===== src/rtl/i2c_reg_bridge.sv =====
// i2c_reg_bridge: I2C target front end that turns I2C write/read transactions
// into single-cycle register bus accesses for led_controller.
//
// Ports:
//   clk_400K   system clock
//   reset      synchronous, active-high reset
//   scl_in     raw SCL pad input (asynchronous)
//   sda_in     raw SDA pad input (asynchronous)
//   sda_oe     1 = pull SDA low, 0 = release
//   bus_addr   register address (holds between accesses)
//   bus_wdata  register write data (holds between accesses)
//   bus_rdata  register read data from led_controller
//   bus_w_en   one-cycle write strobe
//   bus_r_en   one-cycle read strobe
//   busy       high from an address-matched START until STOP or abort
module i2c_reg_bridge #(
    parameter logic [6:0]  DEV_ADDR  = 7'h62,
    parameter int unsigned ADDR_BITS = 4,
    parameter int unsigned DATA_BITS = 8,
    parameter int unsigned NUM_REGS  = 9
) (
    input  logic                 clk_400K,
    input  logic                 reset,
    input  logic                 scl_in,
    input  logic                 sda_in,
    output logic                 sda_oe,
    output logic [ADDR_BITS-1:0] bus_addr,
    output logic [DATA_BITS-1:0] bus_wdata,
    input  logic [DATA_BITS-1:0] bus_rdata,
    output logic                 bus_w_en,
    output logic                 bus_r_en,
    output logic                 busy
);

    typedef enum logic [3:0] {
        IDLE, ADDR, ADDR_ACK, CTRL, CTRL_ACK, WDATA, WDATA_ACK,
        RFETCH, RDATA, RACK, IGNORE
    } state_t;

    state_t               state;
    logic [1:0]           scl_sync, sda_sync;
    logic                 scl_prev, sda_prev;
    logic                 scl_s, sda_s;
    logic                 scl_rise, scl_fall, start_det, stop_det;
    logic [3:0]           bit_cnt;
    logic [DATA_BITS-1:0] shift, byte_in;
    logic [ADDR_BITS-1:0] pointer, rd_ptr;
    logic                 ai, rd_mode, ack_owed, fetch_step, wr_valid;
    logic [1:0]           wr_step;

    function automatic logic [ADDR_BITS-1:0] ptr_inc(input logic [ADDR_BITS-1:0] p);
        return (p == ADDR_BITS'(NUM_REGS - 1)) ? '0 : p + ADDR_BITS'(1);
    endfunction

    function automatic logic ptr_valid(input logic [ADDR_BITS-1:0] p);
        return 32'(p) < NUM_REGS;
    endfunction

    assign scl_s     = scl_sync[1];
    assign sda_s     = sda_sync[1];
    assign scl_rise  = scl_s & ~scl_prev;
    assign scl_fall  = ~scl_s & scl_prev;
    assign start_det = scl_s & scl_prev & sda_prev & ~sda_s;
    assign stop_det  = scl_s & scl_prev & ~sda_prev & sda_s;
    assign byte_in   = {shift[DATA_BITS-2:0], sda_s};
    assign rd_ptr    = ai ? ptr_inc(pointer) : pointer;

    // Synchronisers reset to the idle-bus level so reset release never looks like START.
    always_ff @(posedge clk_400K) begin
        if (reset) begin
            scl_sync <= '1;
            sda_sync <= '1;
            scl_prev <= 1'b1;
            sda_prev <= 1'b1;
        end else begin
            scl_sync <= {scl_sync[0], scl_in};
            sda_sync <= {sda_sync[0], sda_in};
            scl_prev <= scl_s;
            sda_prev <= sda_s;
        end
    end

    always_ff @(posedge clk_400K) begin
        if (reset) begin
            state      <= IDLE;
            bit_cnt    <= '0;
            shift      <= '0;
            pointer    <= '0;
            ai         <= 1'b0;
            rd_mode    <= 1'b0;
            ack_owed   <= 1'b0;
            fetch_step <= 1'b0;
            wr_valid   <= 1'b0;
            wr_step    <= '0;
            sda_oe     <= 1'b0;
            bus_addr   <= '0;
            bus_wdata  <= '0;
            bus_w_en   <= 1'b0;
            bus_r_en   <= 1'b0;
            busy       <= 1'b0;
        end else begin
            // Strobes default low so each is exactly one cycle even if a
            // START/STOP interrupts the sequence that raised it.
            bus_w_en <= 1'b0;
            bus_r_en <= 1'b0;

            // Write sequence: addr/data latched at N, strobe at N+1, pointer at N+2.
            case (wr_step)
                2'd1: begin
                    bus_w_en <= wr_valid;
                    wr_step  <= 2'd2;
                end
                2'd2: begin
                    if (ai) pointer <= ptr_inc(pointer);
                    wr_step <= 2'd0;
                end
                default: ;
            endcase

            if (start_det) begin
                state   <= ADDR;
                bit_cnt <= '0;
                sda_oe  <= 1'b0;
            end else if (stop_det) begin
                state  <= IDLE;
                sda_oe <= 1'b0;
                busy   <= 1'b0;
            end else begin
                case (state)
                    ADDR: if (scl_rise) begin
                        shift   <= byte_in;
                        bit_cnt <= bit_cnt + 4'd1;
                        if (bit_cnt == 4'd7) begin
                            if (byte_in[DATA_BITS-1:1] == DEV_ADDR) begin
                                busy    <= 1'b1;
                                rd_mode <= byte_in[0];
                                if (byte_in[0]) begin
                                    // Fetch runs inside the high phase, ahead of the ACK fall.
                                    bus_addr   <= pointer;
                                    fetch_step <= 1'b0;
                                    ack_owed   <= 1'b1;
                                    state      <= RFETCH;
                                end else begin
                                    state <= ADDR_ACK;
                                end
                            end else begin
                                busy  <= 1'b0;
                                state <= IGNORE;
                            end
                        end
                    end
                    // First fall after the byte drives ACK; the next one ends it.
                    ADDR_ACK: if (scl_fall) begin
                        if (!sda_oe) begin
                            sda_oe <= 1'b1;
                        end else if (rd_mode) begin
                            sda_oe  <= ~shift[DATA_BITS-1];
                            shift   <= {shift[DATA_BITS-2:0], 1'b0};
                            bit_cnt <= 4'd1;
                            state   <= RDATA;
                        end else begin
                            sda_oe  <= 1'b0;
                            bit_cnt <= '0;
                            state   <= CTRL;
                        end
                    end
                    CTRL: if (scl_rise) begin
                        shift   <= byte_in;
                        bit_cnt <= bit_cnt + 4'd1;
                        if (bit_cnt == 4'd7) begin
                            ai      <= byte_in[DATA_BITS-1];
                            pointer <= byte_in[ADDR_BITS-1:0];
                            state   <= CTRL_ACK;
                        end
                    end
                    CTRL_ACK, WDATA_ACK: if (scl_fall) begin
                        if (!sda_oe) begin
                            sda_oe <= 1'b1;
                        end else begin
                            sda_oe  <= 1'b0;
                            bit_cnt <= '0;
                            state   <= WDATA;
                        end
                    end
                    WDATA: if (scl_rise) begin
                        shift   <= byte_in;
                        bit_cnt <= bit_cnt + 4'd1;
                        if (bit_cnt == 4'd7) begin
                            bus_addr  <= pointer;
                            bus_wdata <= byte_in;
                            wr_valid  <= ptr_valid(pointer);
                            wr_step   <= 2'd1;
                            state     <= WDATA_ACK;
                        end
                    end
                    RFETCH: begin
                        if (!fetch_step) begin
                            bus_r_en   <= 1'b1;
                            fetch_step <= 1'b1;
                        end else begin
                            shift      <= ptr_valid(bus_addr) ? bus_rdata : '0;
                            fetch_step <= 1'b0;
                            bit_cnt    <= '0;
                            state      <= ack_owed ? ADDR_ACK : RDATA;
                        end
                    end
                    RDATA: if (scl_fall) begin
                        if (bit_cnt < 4'd8) begin
                            sda_oe  <= ~shift[DATA_BITS-1];
                            shift   <= {shift[DATA_BITS-2:0], 1'b0};
                            bit_cnt <= bit_cnt + 4'd1;
                        end else begin
                            sda_oe <= 1'b0;
                            state  <= RACK;
                        end
                    end
                    RACK: if (scl_rise) begin
                        if (!sda_s) begin
                            pointer    <= rd_ptr;
                            bus_addr   <= rd_ptr;
                            fetch_step <= 1'b0;
                            ack_owed   <= 1'b0;
                            state      <= RFETCH;
                        end else begin
                            state <= IGNORE;
                        end
                    end
                    default: ;
                endcase
            end
        end
    end

endmodule


===== config.mk =====
export PLATFORM = sky130hd
export DESIGN_NAME = i2c_reg_bridge
export DESIGN_NICKNAME = d
export VERILOG_FILES = /design/src/rtl/i2c_reg_bridge.sv
export SDC_FILE = /design/constraint.sdc
export NUM_CORES = 1
export LEC_CHECK = 0
export CORE_MARGIN = 1
export CORE_UTILIZATION = 56
export CTS_BUF_LIST = sky130_fd_sc_hd__clkbuf_4 sky130_fd_sc_hd__clkbuf_8
export DETAILED_ROUTE_END_ITERATION = 8
export PLACE_DENSITY = 0.76
export SETUP_SLACK_MARGIN = 0.05
export SLEW_MARGIN = 20
export SYNTH_ARGS = -nofsm -noshare
export SYNTH_HDL_FRONTEND = slang
export SYNTH_SLANG_ARGS = --single-unit

===== constraint.sdc =====
create_clock -name clk_400K -period 2.3 [get_ports clk_400K]
set_input_delay 0.345 -clock clk_400K [delete_from_list [all_inputs] [get_ports clk_400K]]
set_output_delay 0.345 -clock clk_400K [all_outputs]
set_load 0.02 [all_outputs]

---- Word-level counts from Yosys, hierarchy flattened ----
Cells that the tools add are included.
storage, ports and cells
  bits in registers ....................... 49
  bits of input ports ..................... 12
cells by class
  add/subtract/negate cells ............... 2
  $lt $le $gt $ge ......................... 3
  equal/unequal tests ..................... 48
  mux-type cells .......................... 92
  bitwise logic cells ..................... 16
  reductions and logical operators ........ 29
operators by type and width
  kind                   count
  $mux W4                43
  $mux W8                8
  $ne A4 B4 Y1 const B   14
  $ne A2 B2 Y1 const B   19
  $pmux W4 S8            1
  $pmux W8 S4            1
  $reduce_and A15 Y1     2
  $mux W1                26
  $eq A4 B3 Y1 const B   5
  $pmux W4 S5            1
  $reduce_and A10 Y1     2
  $reduce_and A9 Y1      2
  $eq A4 B4 Y1 const B   3
  $lt A4 B4 Y1 const B   3
  $pmux W4 S3            1
  $reduce_and A11 Y1     1
  $mux W2                5
  $reduce_and A5 Y1      2
  $reduce_bool A10 Y1    1
  $not A1 Y1             9
  $reduce_bool A3 Y1     3
  $add A4 B1 Y4 const B  2
  $eq A4 B2 Y1 const B   2
  $pmux W4 S2            1
  other kinds (19)       33

---- Longest topological paths before layout ----
Gate-level depths: netlist of run 1.
  depth after elaboration ................. 9
  mapped depth ............................ 9

---- Worst setup path before layout of run 1 ----
OpenSTA, ideal clock, no wires.
  kind .................................... register to register
  start point ............................. register state[3]
  end point ............................... register shift[6]
  setup time .............................. 79 ps
  data arrival time ....................... 1899 ps
  required time ........................... 2221 ps
  slack ................................... 322 ps
  cell stages (with the launch flop) ...... 7
  clock period less this slack ............ 1978 ps
  path through ............................ dfxtp_1 or3b_1 a211o_1 a2111oi_4 buf_6 nor2_1 a211oi_2
on the way
  cells in the longest elaborated chain, start to end .. 4
  elaborated cells on any way between the ends .. 17
ends and longest elaborated chain
  what                                                                 RTL line  RTL
  from (decl)                                                          40        state_t state;
  from (signal assigned)                                               204       state <= ack_owed ? ADDR_ACK : RDATA;
  $eq A4 B3 Y1 (tied with other cells)                                 129       case (state)
  $reduce_or A3 Y1 (no source line)                                    n/a
  $reduce_bool A4 Y1 (no source line) or $ne A2 B1 Y1 (tied branches)  n/a
  $reduce_and A10 Y1 (no source line)                                  n/a
  to (signal assigned)                                                 131       shift <= byte_in;
  to (signal assigned)                                                 158       shift <= {shift[DATA_BITS-2:0], 1'b0};
  to (signal assigned)                                                 168       shift <= byte_in;
  to (decl)                                                            46        logic [DATA_BITS-1:0] shift, byte_in;
Parallel ways exist; a longest one is shown, timed or not.
A chain may end at the register's enable or synchronous reset.

---- Worst setup path in the final report of run 1 ----
  start point ............................. register bit_cnt[0]
  end point ............................... register bus_addr[1]
on the way
  cells in the longest elaborated chain, start to end .. 3
  elaborated cells on any way between the ends .. 4
ends and longest elaborated chain
  what                                     RTL line  RTL
  from (decl)                              45        logic [3:0] bit_cnt;
  from (signal assigned)                   132       bit_cnt <= bit_cnt + 4'd1;
  from (signal assigned)                   169       bit_cnt <= bit_cnt + 4'd1;
  from (signal assigned)                   187       bit_cnt <= bit_cnt + 4'd1;
  $eq A4 B3 Y1 (*)                         133, 188
  $ne A2 B2 Y1 (no source line)            n/a
  $reduce_and A11 Y1 (no source line) (*)  n/a
  to (signal assigned)                     139       bus_addr <= pointer;
  to (signal assigned)                     189       bus_addr <= pointer;
  to (signal assigned)                     220       bus_addr <= rd_ptr;
  to (decl)                                27        output logic [ADDR_BITS-1:0] bus_addr,
Mark *: on every way between the ends. The rest lies on a longest branch, timed or not.

==> results by group, run 1 <==
Clocking
  • # hold bufs at CTS: 0
  • # clock sinks: 49
  • CTS Buf Count: 5
  • Number of setup buffers added after CTS: 0
  • H-tree depth: 2
  • Clk slew on worst S/H paths: 100 ps
  • TritonCTS clock tree: built
  • CTS Root Cell: clkbuf_8
  • CTS max path bufs: 2
  • Latest clock arrival within the worst-skew pair: 310 ps
  • Resized Gates After CTS: 0

GRT
  • Largest net degree at the start of global routing: 42
  • GRT Util Overall: 0.2808
  • Initial antenna violation count: 0
  • Grt ovf: 0
  • First-pass GRT wire length: 12.11 mm
  • Vias in the first global route: 2419

Flow run
  • Max-Cap Viols: 0

Cells and area
  • Ant. Diodes: 0
  • Layout cells sized above 1: 0.1190
  • Layout net count: 413
  • Fin cells: 465
  • Area delta synth->final: 16.21%

STA
  • Fin Hold WS: 418.0 ps
  • Worst Skew: 6.900 ps
  • Relative slew slack: 0.6865
  • Period utilization: 0.9041
  • Max Transition Viols Final: 0
  • # setup viols final: 0
  • Setup TNS Final: 0 ps
  • Max Freq: 0.4809 GHz
  • Final Worst Setup Slack: 220.5 ps
  • Final hold viol count: 0
  • Final min period: 2079 ps
  • Tightest Pin Transition: 469.6 ps
  • RSZ-0062 raised after global routing: false

Floorplan
  • Chip height: 75.69 um
  • # IOs: 28
  • Core ar.: 5172 sq um
  • # rows: 26
  • Die width: 75.69 um
  • Initial Util: 0.5878
  • Die ar.: 5728 sq um

Synthesis
  • Unique masters post-synth: 65
  • Post-synth top area share: 0.3226
  • Flops & latches, synth: 49
  • Seq/Total Area, Yosys: 0.3226
  • Mapped cell area: 3040 sq um
  • Syn avg cell area: 8.240 sq um
  • Top_reg_cell synth: dfxtp_1
  • Async SR Flop Fraction: 0
  • Synth Net Count: 388
  • Yosys top cell by area: dfxtp_1
  • Synth warnings: 0
  • Post-synth EDFFs: 0
  • Largest cells by area after synthesis: dfxtp_1 (32%), mux2i_1 (5.3%), nor2_1 (5.1%)
  • Post-Syn Instances: 369

Detailed routing
  • 1st-iter DRT viols: 239
  • Vias: 2869
  • Routed Antenna Nets: 0
  • # DRC: 0
  • DR vias/cell: 6.170
  • DR pass1 iterations: 5
  • Final wirelength: 7.576 mm
  • WL/cell: 16.29 um

Pwr
  • Leakage: 1.322 nW
  • Tot Pwr: 1.691 mW
  • Clock power frac: 0.348
  • Worst VDD drop: 0.3745 mV
  • Power Internal: 1.238 mW
  • Net Sw Frac: 0.2675
  • Sw Pwr: 0.4523 mW
  • Pwr dens: 478.5 nW/um^2
  • Logic pwr share: 0.124
  • Sequential Power Share: 0.528

Min path
  • Hold path depth: 1
  • Worst Hold Endpoint: scl_sync[1]
  • Hold_sp: scl_sync[0]
  • Tightest Hold Check Type: register to register

Setup path
  • Crit-path max FO: 8
  • Arrival time at the worst endpoint: 2300 ps
  • CP Class: register to register
  • R2R setup slack: 220 ps
  • Critical path required time: 2520 ps
  • Reg-to-Reg End: bus_addr[1]
  • Crit. End Element: register
  • Startpoint types: register
  • Worst-path cell chain: ha_1 > nor4bb_1 > mux2i_1 > a2111oi_4 > buf_4 > nor2_1 > a311oi_1
  • Slowest Stage Delay on Critical Path: 410 ps
  • FF-to-FF Start: bit_cnt[0]
  • Largest delay share family, worst path: compound AO/OA/AOI/OAI gates
  • CP bufs+invs: 1
  • Max stage delay cell, worst path: nor4bb_1
  • FF-to-FF path depth: 7

Placed design
  • Placer Congestion: 0.9621
  • Pre-CTS WS: 260.6 ps
  • Cells after DPL: 457
  • HPWL after detailed placement: 5.464 mm
  • PortBufs: 27

Outcome
  • Status: complete, no violations
cell families after synthesis:
family | after synthesis | synth area share
buffers and inverters | 39 | 0.05226
DFF | 49 | 0.3226
muxes | 21 | 0.07119
AOI/OAI and AO/OA | 105 | 0.2601
xor gates and xnor gates | 3 | 0.008644
and+or+nand+nor | 145 | 0.2564
adders and majority gates | 7 | 0.02881
per-stage QoR:
stage / util / instance area [sq um]
2_1_floorplan: - / 3040
3_3_place_gp: 0.6628 / 3428
3_5_place_dp: 0.6628 / 3428
4_1_cts: 0.6831 / 3533
5_1_grt: 0.6831 / 3533
6_report: 0.6831 / 3533
worst max-delay path by stage:
stage                 from            to  slack (ps)  cells after the start
6_report        bit_cnt[0]   bus_addr[1]         220                      7
3_3_place_gp   scl_sync[1]  bus_wdata[4]         300                      6
4_1_cts         bit_cnt[0]   bus_addr[1]         240                      7
5_1_grt         bit_cnt[0]   bus_addr[0]          60                      7
3_5_place_dp    bit_cnt[0]   bus_addr[1]         260                      7
2_1_floorplan     state[3]      shift[6]         320                      6
area by class of cell:
type,count,area (sq um)
clock inverters,1,8.758
flip-flops and latches,49,980.9
inverters,13,48.80
multi-input cells,281,1901
repair buffers,44,410.4
fillers,446,1639
clock buffers,7,96.34
well taps,70,87.58
synth_stat cells (9+ instances only):
cell / n
a211oi_1: 18
a21oi_1: 19
a22oi_1: 9
clkbuf_1: 21
dfxtp_1: 49
inv_1: 12
mux2i_1: 16
nand2_1: 20
nand3_1: 11
nor2_1: 41
nor3_1: 12
o21ai_0: 15
or2_2: 9
routing by layer:
layer	global-route usage	up-vias	wire length [um]
met3	0.05423	17	407
met4	0.09259	0	155
li1	-	1410	-
met1	0.4139	1346	3694
met2	0.4097	96	3318
met5	0	-	0
registers in the layout, summed over array words and instances, names as in the netlist, 4 cells and up:
register   count
bus_addr       4
shift          8
state          4
pointer        4
bus_wdata      8
bit_cnt        4
cells in the final DEF (no fill, tap or decap), drive strengths merged, types with 11 or more instances in the layout:
master,netlist,layout
a211oi,20,20
a21oi,19,19
buf,5,17
clkdlybuf4s50,0,27
dfxtp,49,49
inv,12,13
mux2i,16,16
nand2,20,20
nand3,11,11
nor2,41,41
nor3,12,12
o21ai,15,15
power groups by stage:
stage | clock (mW) | combinational, mW | sequential, mW
final | 0.588 | 0.210 | 0.893
after floorplan | 0 | 0.150 | 0.903
after global placement | 0 | 0.203 | 0.911
after CTS | 0.594 | 0.207 | 0.892
after global routing | 0.621 | 0.230 | 0.896
after detailed placement | 0 | 0.206 | 0.912
No activity file was read; power rests on OpenSTA's default activity.
==> inputs of run 2 (changes only) <==
--- a/config.mk
+++ b/config.mk
@@ -11,7 +11,7 @@
 export DETAILED_ROUTE_END_ITERATION = 8
 export PLACE_DENSITY = 0.76
 export SETUP_SLACK_MARGIN = 0.05
-export SLEW_MARGIN = 20
 export SYNTH_ARGS = -nofsm -noshare
 export SYNTH_HDL_FRONTEND = slang
 export SYNTH_SLANG_ARGS = --single-unit
+export TNS_END_PERCENT = 5
==> results of run 2 <==
Final layout, timing and power as in run 1 (identical DEF).
==> inputs of run 3 (changes only) <==
--- a/config.mk
+++ b/config.mk
@@ -10,7 +10,6 @@
 export CTS_BUF_LIST = sky130_fd_sc_hd__clkbuf_4 sky130_fd_sc_hd__clkbuf_8
 export DETAILED_ROUTE_END_ITERATION = 8
 export PLACE_DENSITY = 0.76
-export SETUP_SLACK_MARGIN = 0.05
 export SYNTH_ARGS = -nofsm -noshare
 export SYNTH_HDL_FRONTEND = slang
 export SYNTH_SLANG_ARGS = --single-unit
==> results of run 3 <==
Final layout, timing and power as in run 1 (identical DEF).
==> edit, RTL diff (config.mk and constraints of run 3) <==
The 11 states of `state_t` get a Gray code encoding in 4 bits.
--- a/src/rtl/i2c_reg_bridge.sv
+++ b/src/rtl/i2c_reg_bridge.sv
@@ -33,8 +33,8 @@
 );
 
     typedef enum logic [3:0] {
-        IDLE, ADDR, ADDR_ACK, CTRL, CTRL_ACK, WDATA, WDATA_ACK,
-        RFETCH, RDATA, RACK, IGNORE
+        IDLE = 4'b0000, ADDR = 4'b0001, ADDR_ACK = 4'b0011, CTRL = 4'b0010, CTRL_ACK = 4'b0110, WDATA = 4'b0111, WDATA_ACK = 4'b0101,
+        RFETCH = 4'b0100, RDATA = 4'b1100, RACK = 4'b1101, IGNORE = 4'b1111
     } state_t;
 
     state_t               state;
Formal check against the unedited RTL: same outputs for any inputs over 10 cycles, from zero or initial values and one cycle with reset high; not proved beyond that.
==> edit against run 3 <==
  * Design area decreased by 0.46%
  * Worst setup slack got worse by 0.034 ns
  * Power decreased by 0.48%
  * Critical endpoint is now state[0]$_SDFFE_PP0P_
  * Count of clock-buffer cells in the layout decreased by 2
  * Core utilization increased by 0.12 points
  * Wire length decreased by 1.3%
  * Non-clock buffer count increased by 9
  * Sequential cell count unchanged
  * Area after synthesis decreased by 0.70%
==> edit: results (changes against run 3) <==
| Metric | Value |
|---|---|
| Placed cells | 469 (was 457) |
| Placed Area | 3402 um2 (was 3428 um2) |
| Crit path arrival time | 2.30 ns (about the same) |
| Register area share after synthesis | 0.3249 (was 0.3226) |
| Syn avg cell area | 8.030 um2 (was 8.240 um2) |
| Drt first pass iters | 4 (was 5) |
| Commonest cells post-synth | nor2_1, dfxtp_1, a21oi_1 (was dfxtp_1, nor2_1, clkbuf_1) |
| Pre-CTS WS | 0.1282 ns (was 0.2606 ns) |
| Synth Area in Adders | 0.02901 (was 0.02881) |
| Fill cells | 444 (was 446) |
| Post-synth ARST share | 0 (unchanged) |
| Synth top area cells | dfxtp_1, nor2_1, mux2i_1 (was dfxtp_1, mux2i_1, nor2_1) |
| Unique masters post-synth | 63 (was 65) |
| Clock latency at the later pin of the worst-skew pair | 0.31 ns (about the same) |
| Leakage power | 0.001282 uW (was 0.001322 uW) |
| Clock transition at path regs | 0.09 ns |
| Total GRT Usage | 0.2763 (was 0.2808) |
| Post-synthesis mux area share | 0.06009 (was 0.07119) |
| Max VDD drop | 0.0005009 V (was 0.0003745 V) |
| Resized cells post-CTS | 0 (unchanged) |
| Crit-path max FO | 7 (was 8) |
| Relative slew slack | 0.6703 (was 0.6865) |
| DRT iter0 DRCs | 318 (was 239) |
| Vias in the first global route | 2475 (was 2419) |
| Power density over the cells | 478.4 nW/um2 (was 478.5 nW/um2) |
| WL final | 7480 um (was 7576 um) |
| Fin nets | 425 (was 413) |
| DP Wirelength | 5429 um (was 5464 um) |
| Syn nets | 395 (was 388) |
| Synth Area in XOR/XNOR | 0.01160 (was 0.008642) |
| First-pass GRT wire length | 11860 um (was 12110 um) |
| Layout cells sized above 1 | 0.1327 (was 0.1190) |
| Fraction of the mapped netlist area in compound gates | 0.2495 (was 0.2601) |
| Vias per cell | 6.065 (was 6.170) |
| Outcome | complete, no violations (unchanged) |
| Pin count of the biggest net entering global routing | 35 (was 42) |
| Via count | 2893 (was 2869) |
| Worst Skew | 0.008633 ns (was 0.006900 ns) |
| GPL Wtd Cong | 0.9483 (was 0.9621) |
## edit: cell types whose count changed in the layout (fill, tap and decap cells not counted), moves of 4 or more
cell | run 3 | this run
a21oi_1 | 19 | 31
buf_4 | 16 | 26
nor2_1 | 41 | 51
nor3_1 | 12 | 5
nand2_1 | 20 | 26
nand3_1 | 11 | 6
o21ai_0 | 15 | 20
mux2_2 | 5 | 1
## edit: layer usage
layer	wire, um	up-vias	GRT usage	part of all wire
li1	-	1412	-	-
met1	3448	1335	0.3990	0.46
met2	3332	130	0.4147	0.45
met3	551	16	0.04762	0.074
met4	147	0	0.09877	0.020
met5	0	-	0	0
## edit: logic make-up (layout without fill, tap and decap cells)
| group | after synthesis | count (layout) |
|---|---|---|
| AOI/OAI and AO/OA | 113 | 113 |
| DFF | 49 | 49 |
| xor gates and xnor gates | 4 | 4 |
| and+or+nand+nor | 143 | 143 |
| muxes | 18 | 18 |
| buffers and inverters | 42 | 73 |
| adders and majority gates | 7 | 7 |
## edit: worst paths after layout
path	from	end	slack, ns	cells after the start
worst min-delay path	scl_sync[0]$_SDFF_PP1_	scl_sync[1]$_SDFF_PP1_	0.42	1
worst min register to register	scl_sync[0]$_SDFF_PP1_	scl_sync[1]$_SDFF_PP1_	0.42	1
worst max-delay path	scl_sync[1]$_SDFF_PP1_	state[0]$_SDFFE_PP0P_	0.19	6
worst max register to register	scl_sync[1]$_SDFF_PP1_	state[0]$_SDFFE_PP0P_	0.19	6
## edit: where the power goes
group	total (uW)	internal, uW	leakage [uW]	switching [uW]
sequential	886	866	0.000397	20.3
combinational	161	73.5	0.000826	87.1
clock	636	327	0.0000585	309
total	1680	1270	0.00128	417
## edit: critical path, stage by stage, from the launching register on
cell     delay [ns]
dfxtp_1        0.44
nor2b_1        0.44
nand2_1        0.13
a221o_1        0.36
and3b_1        0.32
nor3b_2        0.20
o22ai_1        0.10
## edit: area by class of cell
cell class	instances	share of cell area
tap	70	0.02490
clock inverter	3	0.01245
timing repair buffer	53	0.1323
sequential	49	0.2793
multi-input combinational	285	0.5187
inverter	12	0.01281
clock buffer	5	0.01957
## edit: metrics by stage
stage / total power (uW) / hold WS (ns)
CTS: 1684 / 0.4163
floorplan: 1010 / 0.3895
global route: 1740 / 0.4255
finish: 1683 / 0.4152
detailed placement: 1062 / 0.3933
global placement: 1060 / 0.3918
